File: src/rtl/fifo_pkg.sv
// fifo_pkg: shared definitions for the fifo_ctrl FIFO controller.
//   - Default entry/address widths.
//   - fifo_depth(): number of entries for a given address width.
//   - ram_port_t: one dual-port RAM port bundle (address, chip enable,
//     write/read select, data), sized for the default configuration.
package fifo_pkg;

  localparam int unsigned FifoDataWidth = 8;
  localparam int unsigned FifoAddrWidth = 8;

  function automatic int unsigned fifo_depth(input int unsigned addr_width);
    return 32'd1 << addr_width;
  endfunction

  // write_read: 1 = write, 0 = read.
  typedef struct packed {
    logic [FifoAddrWidth-1:0] address;
    logic                     chip_enable;
    logic                     write_read;
    logic [FifoDataWidth-1:0] data;
  } ram_port_t;

endpackage

File: src/rtl/fifo_ptr.sv
// fifo_ptr: ADDR_WIDTH+1 bit wrap-bit pointer for the FIFO controller.
//   clk        rising-edge clock
//   rst_n      asynchronous active-low reset (pointer -> 0)
//   inc_i      advance the pointer by one entry
//   clr_i      synchronous clear, has priority over inc_i
//   addr_o     registered RAM address (low ADDR_WIDTH bits)
//   ptr_nxt_o  next-state pointer including the wrap bit
module fifo_ptr
  import fifo_pkg::*;
#(
  parameter int unsigned ADDR_WIDTH = FifoAddrWidth
) (
  input  logic                  clk,
  input  logic                  rst_n,
  input  logic                  inc_i,
  input  logic                  clr_i,
  output logic [ADDR_WIDTH-1:0] addr_o,
  output logic [ADDR_WIDTH:0]   ptr_nxt_o
);

  logic [ADDR_WIDTH:0] ptr_q, ptr_d;

  // Low bits wrap naturally from DEPTH-1 to 0; the carry toggles the wrap bit.
  always_comb begin
    ptr_d = ptr_q;
    if (clr_i) begin
      ptr_d = '0;
    end else if (inc_i) begin
      ptr_d = ptr_q + {{ADDR_WIDTH{1'b0}}, 1'b1};
    end
  end

  always_ff @(posedge clk or negedge rst_n) begin
    if (!rst_n) begin
      ptr_q <= '0;
    end else begin
      ptr_q <= ptr_d;
    end
  end

  assign addr_o    = ptr_q[ADDR_WIDTH-1:0];
  assign ptr_nxt_o = ptr_d;

endmodule

File: src/rtl/fifo_ctrl.sv
// fifo_ctrl: synchronous FIFO controller driving a dual-port RAM
// (port 0 writes, port 1 reads, registered read data with one cycle latency).
//   clk, rst_n              clock, asynchronous active-low reset
//   push, wr_data           write request and data
//   pop                     read request
//   flush                   synchronous clear of pointers and status
//   rd_data, rd_valid       read data and its one-cycle valid strobe
//   full, empty             count == DEPTH / count == 0
//   almost_full/_empty      count >= AF_LEVEL / count <= AE_LEVEL
//   count                   occupancy, ADDR_WIDTH+1 bits
//   ram_*_0                 RAM write port (address, chip enable, write/read, data)
//   ram_*_1, ram_data_1     RAM read port and its registered read data
//   ram_full                copy of full for the RAM
// Optional build macro FIFO_ERR_FLAGS_EN adds sticky overflow/underflow outputs.
module fifo_ctrl
  import fifo_pkg::*;
#(
  parameter int unsigned DATA_WIDTH = FifoDataWidth,
  parameter int unsigned ADDR_WIDTH = FifoAddrWidth,
  parameter int unsigned AF_LEVEL   = fifo_depth(ADDR_WIDTH) - 2,
  parameter int unsigned AE_LEVEL   = 2
) (
  input  logic                  clk,
  input  logic                  rst_n,
  input  logic                  push,
  input  logic [DATA_WIDTH-1:0] wr_data,
  input  logic                  pop,
  input  logic                  flush,
  output logic [DATA_WIDTH-1:0] rd_data,
  output logic                  rd_valid,
  output logic                  full,
  output logic                  empty,
  output logic                  almost_full,
  output logic                  almost_empty,
  output logic [ADDR_WIDTH:0]   count,
  output logic [ADDR_WIDTH-1:0] ram_address_0,
  output logic                  ram_chip_enable_0,
  output logic                  ram_write_read_0,
  output logic [DATA_WIDTH-1:0] ram_data_0,
  output logic [ADDR_WIDTH-1:0] ram_address_1,
  output logic                  ram_chip_enable_1,
  output logic                  ram_write_read_1,
  input  logic [DATA_WIDTH-1:0] ram_data_1,
  output logic                  ram_full
`ifdef FIFO_ERR_FLAGS_EN
  ,
  output logic                  overflow,
  output logic                  underflow
`endif
);

  localparam int unsigned CntWidth = ADDR_WIDTH + 1;
  localparam logic [CntWidth-1:0] AfLevel = CntWidth'(AF_LEVEL);
  localparam logic [CntWidth-1:0] AeLevel = CntWidth'(AE_LEVEL);

  // Same layout as fifo_pkg::ram_port_t, sized to this instance.
  typedef struct packed {
    logic [ADDR_WIDTH-1:0] address;
    logic                  chip_enable;
    logic                  write_read;
    logic [DATA_WIDTH-1:0] data;
  } ram_bus_t;

  logic                  full_q, full_d;
  logic                  empty_q, empty_d;
  logic                  af_q, af_d;
  logic                  ae_q, ae_d;
  logic [CntWidth-1:0]   count_q, count_d;
  logic                  rd_valid_q;

  logic                  push_acc, pop_acc;
  logic [ADDR_WIDTH-1:0] wr_addr, rd_addr;
  logic [ADDR_WIDTH:0]   wr_nxt, rd_nxt;
  ram_bus_t              wr_bus, rd_bus;

  // Acceptance uses registered flags only. Pop is blocked while empty, so a
  // same-cycle push never aliases the read address; flush blocks both.
  assign push_acc = push & ~full_q & ~flush;
  assign pop_acc  = pop & ~empty_q & ~flush;

  fifo_ptr #(
    .ADDR_WIDTH (ADDR_WIDTH)
  ) u_wr_ptr (
    .clk       (clk),
    .rst_n     (rst_n),
    .inc_i     (push_acc),
    .clr_i     (flush),
    .addr_o    (wr_addr),
    .ptr_nxt_o (wr_nxt)
  );

  fifo_ptr #(
    .ADDR_WIDTH (ADDR_WIDTH)
  ) u_rd_ptr (
    .clk       (clk),
    .rst_n     (rst_n),
    .inc_i     (pop_acc),
    .clr_i     (flush),
    .addr_o    (rd_addr),
    .ptr_nxt_o (rd_nxt)
  );

  // Status is derived from the next-state pointers so every flag is registered
  // and in step with the pointers. The modular difference of wrap-bit pointers
  // is the occupancy, 0..DEPTH.
  always_comb begin
    count_d = wr_nxt - rd_nxt;
    full_d  = (wr_nxt[ADDR_WIDTH] != rd_nxt[ADDR_WIDTH]) &&
              (wr_nxt[ADDR_WIDTH-1:0] == rd_nxt[ADDR_WIDTH-1:0]);
    empty_d = (wr_nxt == rd_nxt);
    af_d    = (count_d >= AfLevel);
    ae_d    = (count_d <= AeLevel);
  end

  always_ff @(posedge clk or negedge rst_n) begin
    if (!rst_n) begin
      count_q    <= '0;
      full_q     <= 1'b0;
      empty_q    <= 1'b1;
      af_q       <= 1'b0;
      ae_q       <= 1'b1;
      rd_valid_q <= 1'b0;
    end else begin
      count_q    <= count_d;
      full_q     <= full_d;
      empty_q    <= empty_d;
      af_q       <= af_d;
      ae_q       <= ae_d;
      rd_valid_q <= pop_acc;
    end
  end

  always_comb begin
    wr_bus.address     = wr_addr;
    wr_bus.chip_enable = push_acc;
    wr_bus.write_read  = 1'b1;
    wr_bus.data        = wr_data;

    rd_bus.address     = rd_addr;
    rd_bus.chip_enable = pop_acc;
    rd_bus.write_read  = 1'b0;
    rd_bus.data        = ram_data_1;
  end

  assign ram_address_0     = wr_bus.address;
  assign ram_chip_enable_0 = wr_bus.chip_enable;
  assign ram_write_read_0  = wr_bus.write_read;
  assign ram_data_0        = wr_bus.data;

  assign ram_address_1     = rd_bus.address;
  assign ram_chip_enable_1 = rd_bus.chip_enable;
  assign ram_write_read_1  = rd_bus.write_read;

  // The RAM registers its read data, so it lines up with rd_valid_q.
  assign rd_data      = rd_bus.data;
  assign rd_valid     = rd_valid_q;
  assign full         = full_q;
  assign empty        = empty_q;
  assign almost_full  = af_q;
  assign almost_empty = ae_q;
  assign count        = count_q;
  assign ram_full     = full_q;

`ifdef FIFO_ERR_FLAGS_EN
  logic overflow_q, underflow_q;

  // Sticky until flush or reset; flush wins over a same-cycle error.
  always_ff @(posedge clk or negedge rst_n) begin
    if (!rst_n) begin
      overflow_q  <= 1'b0;
      underflow_q <= 1'b0;
    end else if (flush) begin
      overflow_q  <= 1'b0;
      underflow_q <= 1'b0;
    end else begin
      if (push && full_q) begin
        overflow_q <= 1'b1;
      end
      if (pop && empty_q) begin
        underflow_q <= 1'b1;
      end
    end
  end

  assign overflow  = overflow_q;
  assign underflow = underflow_q;
`endif

endmodule

File: config.mk
export PLATFORM = sky130hd
export DESIGN_NAME = fifo_ctrl
export DESIGN_NICKNAME = d
export VERILOG_FILES = /design/src/rtl/fifo_pkg.sv /design/src/rtl/fifo_ptr.sv /design/src/rtl/fifo_ctrl.sv
export SDC_FILE = /design/constraint.sdc
export NUM_CORES = 1
export LEC_CHECK = 0
export CORE_MARGIN = 1.5
export CORE_UTILIZATION = 49
export CTS_CLUSTER_DIAMETER = 200
export DETAILED_ROUTE_END_ITERATION = 12
export HOLD_SLACK_MARGIN = 0.08
export PLACE_DENSITY_LB_ADDON = 0.08
export SLEW_MARGIN = 20
export SYNTH_ARGS = -nofsm -noshare
export SYNTH_HDL_FRONTEND = slang
export SYNTH_SLANG_ARGS = --single-unit
export TNS_END_PERCENT = 1
File: constraint.sdc
create_clock -name clk -period 7.9 [get_ports clk]
set_input_delay 1.185 -clock clk [delete_from_list [all_inputs] [get_ports clk]]
set_output_delay 1.185 -clock clk [all_outputs]
set_load 0.05 [all_outputs]
==> impl_results.md <==
- Outcome: completed
- Cts hold-fix bufs: 0
- Synth top area share: 0.360
- First-pass GRT wire length: 6600 um
- Post-synth top cells: buf_4, dfrtp_1, nor2_1
- Clock Pin Slew Worst Setup and Hold Paths: 0.06 ns
- Non-filler instance count after layout: 266
- # clock sinks: 32
- CP max FO: 27
- Hold path depth: 2
- RSZ-0062 raised after global routing: false
- Overall power: 0.575 mW
- Mapped Area: 2080 um2
- Clock skew: 0.00490 ns
- Lkg Pwr: 1.08 nW
- Highest clock rate: 0.227 GHz
- Slew HR: 0.440
- 1st-pass router iterations: 4
- Combinational Power Share: 0.425
- Final Hold Vio Count: 0
- Crit path max-delay cell type: clkdlybuf4s50_1
- Count leader, synth: buf_4
- Cells after Synth: 208
- Largest net degree at the start of global routing: 33
- Dpl cells: 258
- Die area: 4650 um2
- Routed len/inst: 15.5 um
- H-tree Lvls: 2
- Critical Path Most Common Cell: clkdlybuf4s50_1
- Sequential fraction of design power: 0.354
- Vias in the first global route: 1350
- PostCTS Resize Cnt: 0
- Post-route minimum period: 4.40 ns
- Switching Share: 0.395
- Largest stage delay, worst path: 0.84 ns
- Initial core utilization: 0.513
- Layout area overhead: 12.0%
- Internal power: 0.348 mW
- Gpl congestion: 0.774
- Die Y: 68.2 um
- CTS tree: done
- Number of post-CTS setup repair buffers: 0
- Post-synth top area cell: dfrtp_1
- Final Cycle Share: 0.557
- Final antenna-violating net count: 0
- Buffers & Inverters on Critical Path: 2
- Vias per cell: 5.24
- Seq/Total Area, Yosys: 0.386
- Slew Limit Fails: 0
- Ys flop type: dfrtp_1
- ANT cells: 0
- Global Route Usage Sum: 0.195
- Min-Delay Path Class: reg2reg
- Post-synth EDFFs: 0
- Worst-margin pin slew: 0.837 ns
- CTS Root Cell: clkbuf_8
- Site row count: 23
- VDD IR-drop max: 0.000171 V
- Synth warn: 0
- Fin nets: 247
- Asr flop ratio synth: 1.00
- Core footprint: 4060 um2
- Number of remaining DRC errors: 0
- Mapped Nets: 240
- Worst path cell trace: clkdlybuf4s50_1 -> nor2_1 -> clkdlybuf4s50_1
- Vias: 1393
- CP Class: in2out
- Critical path's top delay family: buffers and inverters
- Final setup vio count: 0
- HPWL after DPL: 3160 um
- Synthesis-stage register bit count: 32
- PortBufs: 37
- R2r worst-path depth: 12
- Gr ovfl total: 0
- Sequential cell area: 803 um2
- Avg Cell Area, Syn: 10.0 um2
- Die Width: 68.2 um
- Layout cells sized above 1: 0.130
- Crit path launch type: input port
- I/O pin cnt: 72
- WP data required: 6.71 ns
- Layout Utilization: 0.575
- Skew-Pair Late Insertion Delay: 0.28 ns
- Synth cell types: 46
- Clk pwr share: 0.221
- Cell area power density: 246 nW/um2
- CP arrival: 3.22 ns
- Clock buffer count from CTS: 5
- DR iter-0 viols: 59
- Multi-input logic area: 957 um2
- Critical Path End Type: output port
- WL final: 4120 um
- Worst reg2reg setup slack: 4.83 ns
- Clk buf depth: 2
- Setup TNS: 0 ns
- Largest cells by area after synthesis: dfrtp_1, buf_4, ha_1
- Max Cap Violations: 0
- NetSw: 0.227 mW
- Fillers: 366
- Levels on crit path: 3
- Initial antenna violation count: 0
[power groups by stage]
| stage | clock network (mW) | registers [mW] | logic, mW |
|---|---|---|---|
| final | 0.127 | 0.203 | 0.244 |
| after global routing | 0.138 | 0.206 | 0.259 |
| after CTS | 0.131 | 0.204 | 0.247 |
| after detailed placement | 0 | 0.206 | 0.245 |
| after global placement | 0 | 0.206 | 0.244 |
| after floorplan | 0 | 0.287 | 0.117 |
[cell families (layout without fill, tap and decap cells)]
family	after synthesis	after routing	share of synthesized area
simple gates	70	70	0.205
buf+inv	49	57	0.155
flops	32	32	0.386
compound gates	21	21	0.0643
xor+xnor	19	19	0.0925
fa+ha+maj	11	11	0.0697
mux	4	4	0.0246
other cells	2	2	0.00360
[worst register-to-register path, stage by stage, from the launching register on]
cell      delay (ns)
dfstp_2         0.52
nand2b_4        0.17
nor2_1          0.08
and3_1          0.26
nand2_1         0.08
mux2_2          0.35
ha_1            0.38
o21ai_0         0.11
o21bai_1        0.13
a21oi_1         0.09
xnor2_1         0.17
or4bb_1         0.51
nor4_2          0.15
[through the flow]
step | setup WS (ns) | hold WS (ns) | area, um2
4_1_cts | 3.46 | 0.640 | 2330
6_report | 3.50 | 0.640 | 2330
3_3_place_gp | 3.32 | 0.601 | 2240
3_5_place_dp | 3.18 | 0.610 | 2240
2_1_floorplan | 3.68 | 0.537 | 2080
5_1_grt | 3.24 | 0.675 | 2330
[layer usage]
layer	routed length, um	global-route usage
met1	1800	0.247
met2	2050	0.323
met3	195	0.0543
met4	74	0.0575
met5	0	0
[worst paths after layout]
kind	from	endpoint
max	flush	ram_chip_enable_1
min	u_wr_ptr.ptr_q[6]	u_wr_ptr.ptr_q[6]
max reg2reg	empty	almost_empty
min reg2reg	u_wr_ptr.ptr_q[6]	u_wr_ptr.ptr_q[6]
max in group asynchronous	rst_n	empty
min in group asynchronous	rst_n	u_wr_ptr.ptr_q[0]
[registers in the layout, indices dropped and copies added (netlist names)]
name            flops
almost_empty        1
almost_full         1
count               9
empty               1
full                1
rd_valid            1
u_rd_ptr.ptr_q      9
u_wr_ptr.ptr_q      9
[layout by cell type, fill, tap and decap left out, types with 2 or more instances in the layout]
master,count
or4_1,2
nand2_1,9
inv_1,11
or2_2,8
dfstp_2,2
clkbuf_8,6
nand2b_4,2
xnor2_1,6
mux2_4,2
nand3_1,3
conb_1,2
a21o_1,3
clkbuf_1,2
ha_1,10
xor2_1,11
clkdlybuf4s50_1,37
dfrtp_1,30
a21oi_1,8
and2b_1,2
nand2b_1,4
nor2b_1,2
nand4_1,7
o21ai_0,2
nor2_1,22
[layout make-up]
cell class	count	area share
Timing Repair Buffer	38	0.162
Inverter	11	0.0177
Sequential cell	32	0.344
Tap cell	50	0.0268
Clock buffer	8	0.0386
Multi-Input combinational cell	127	0.410
Note: power is estimated with default switching activity, not from simulation.
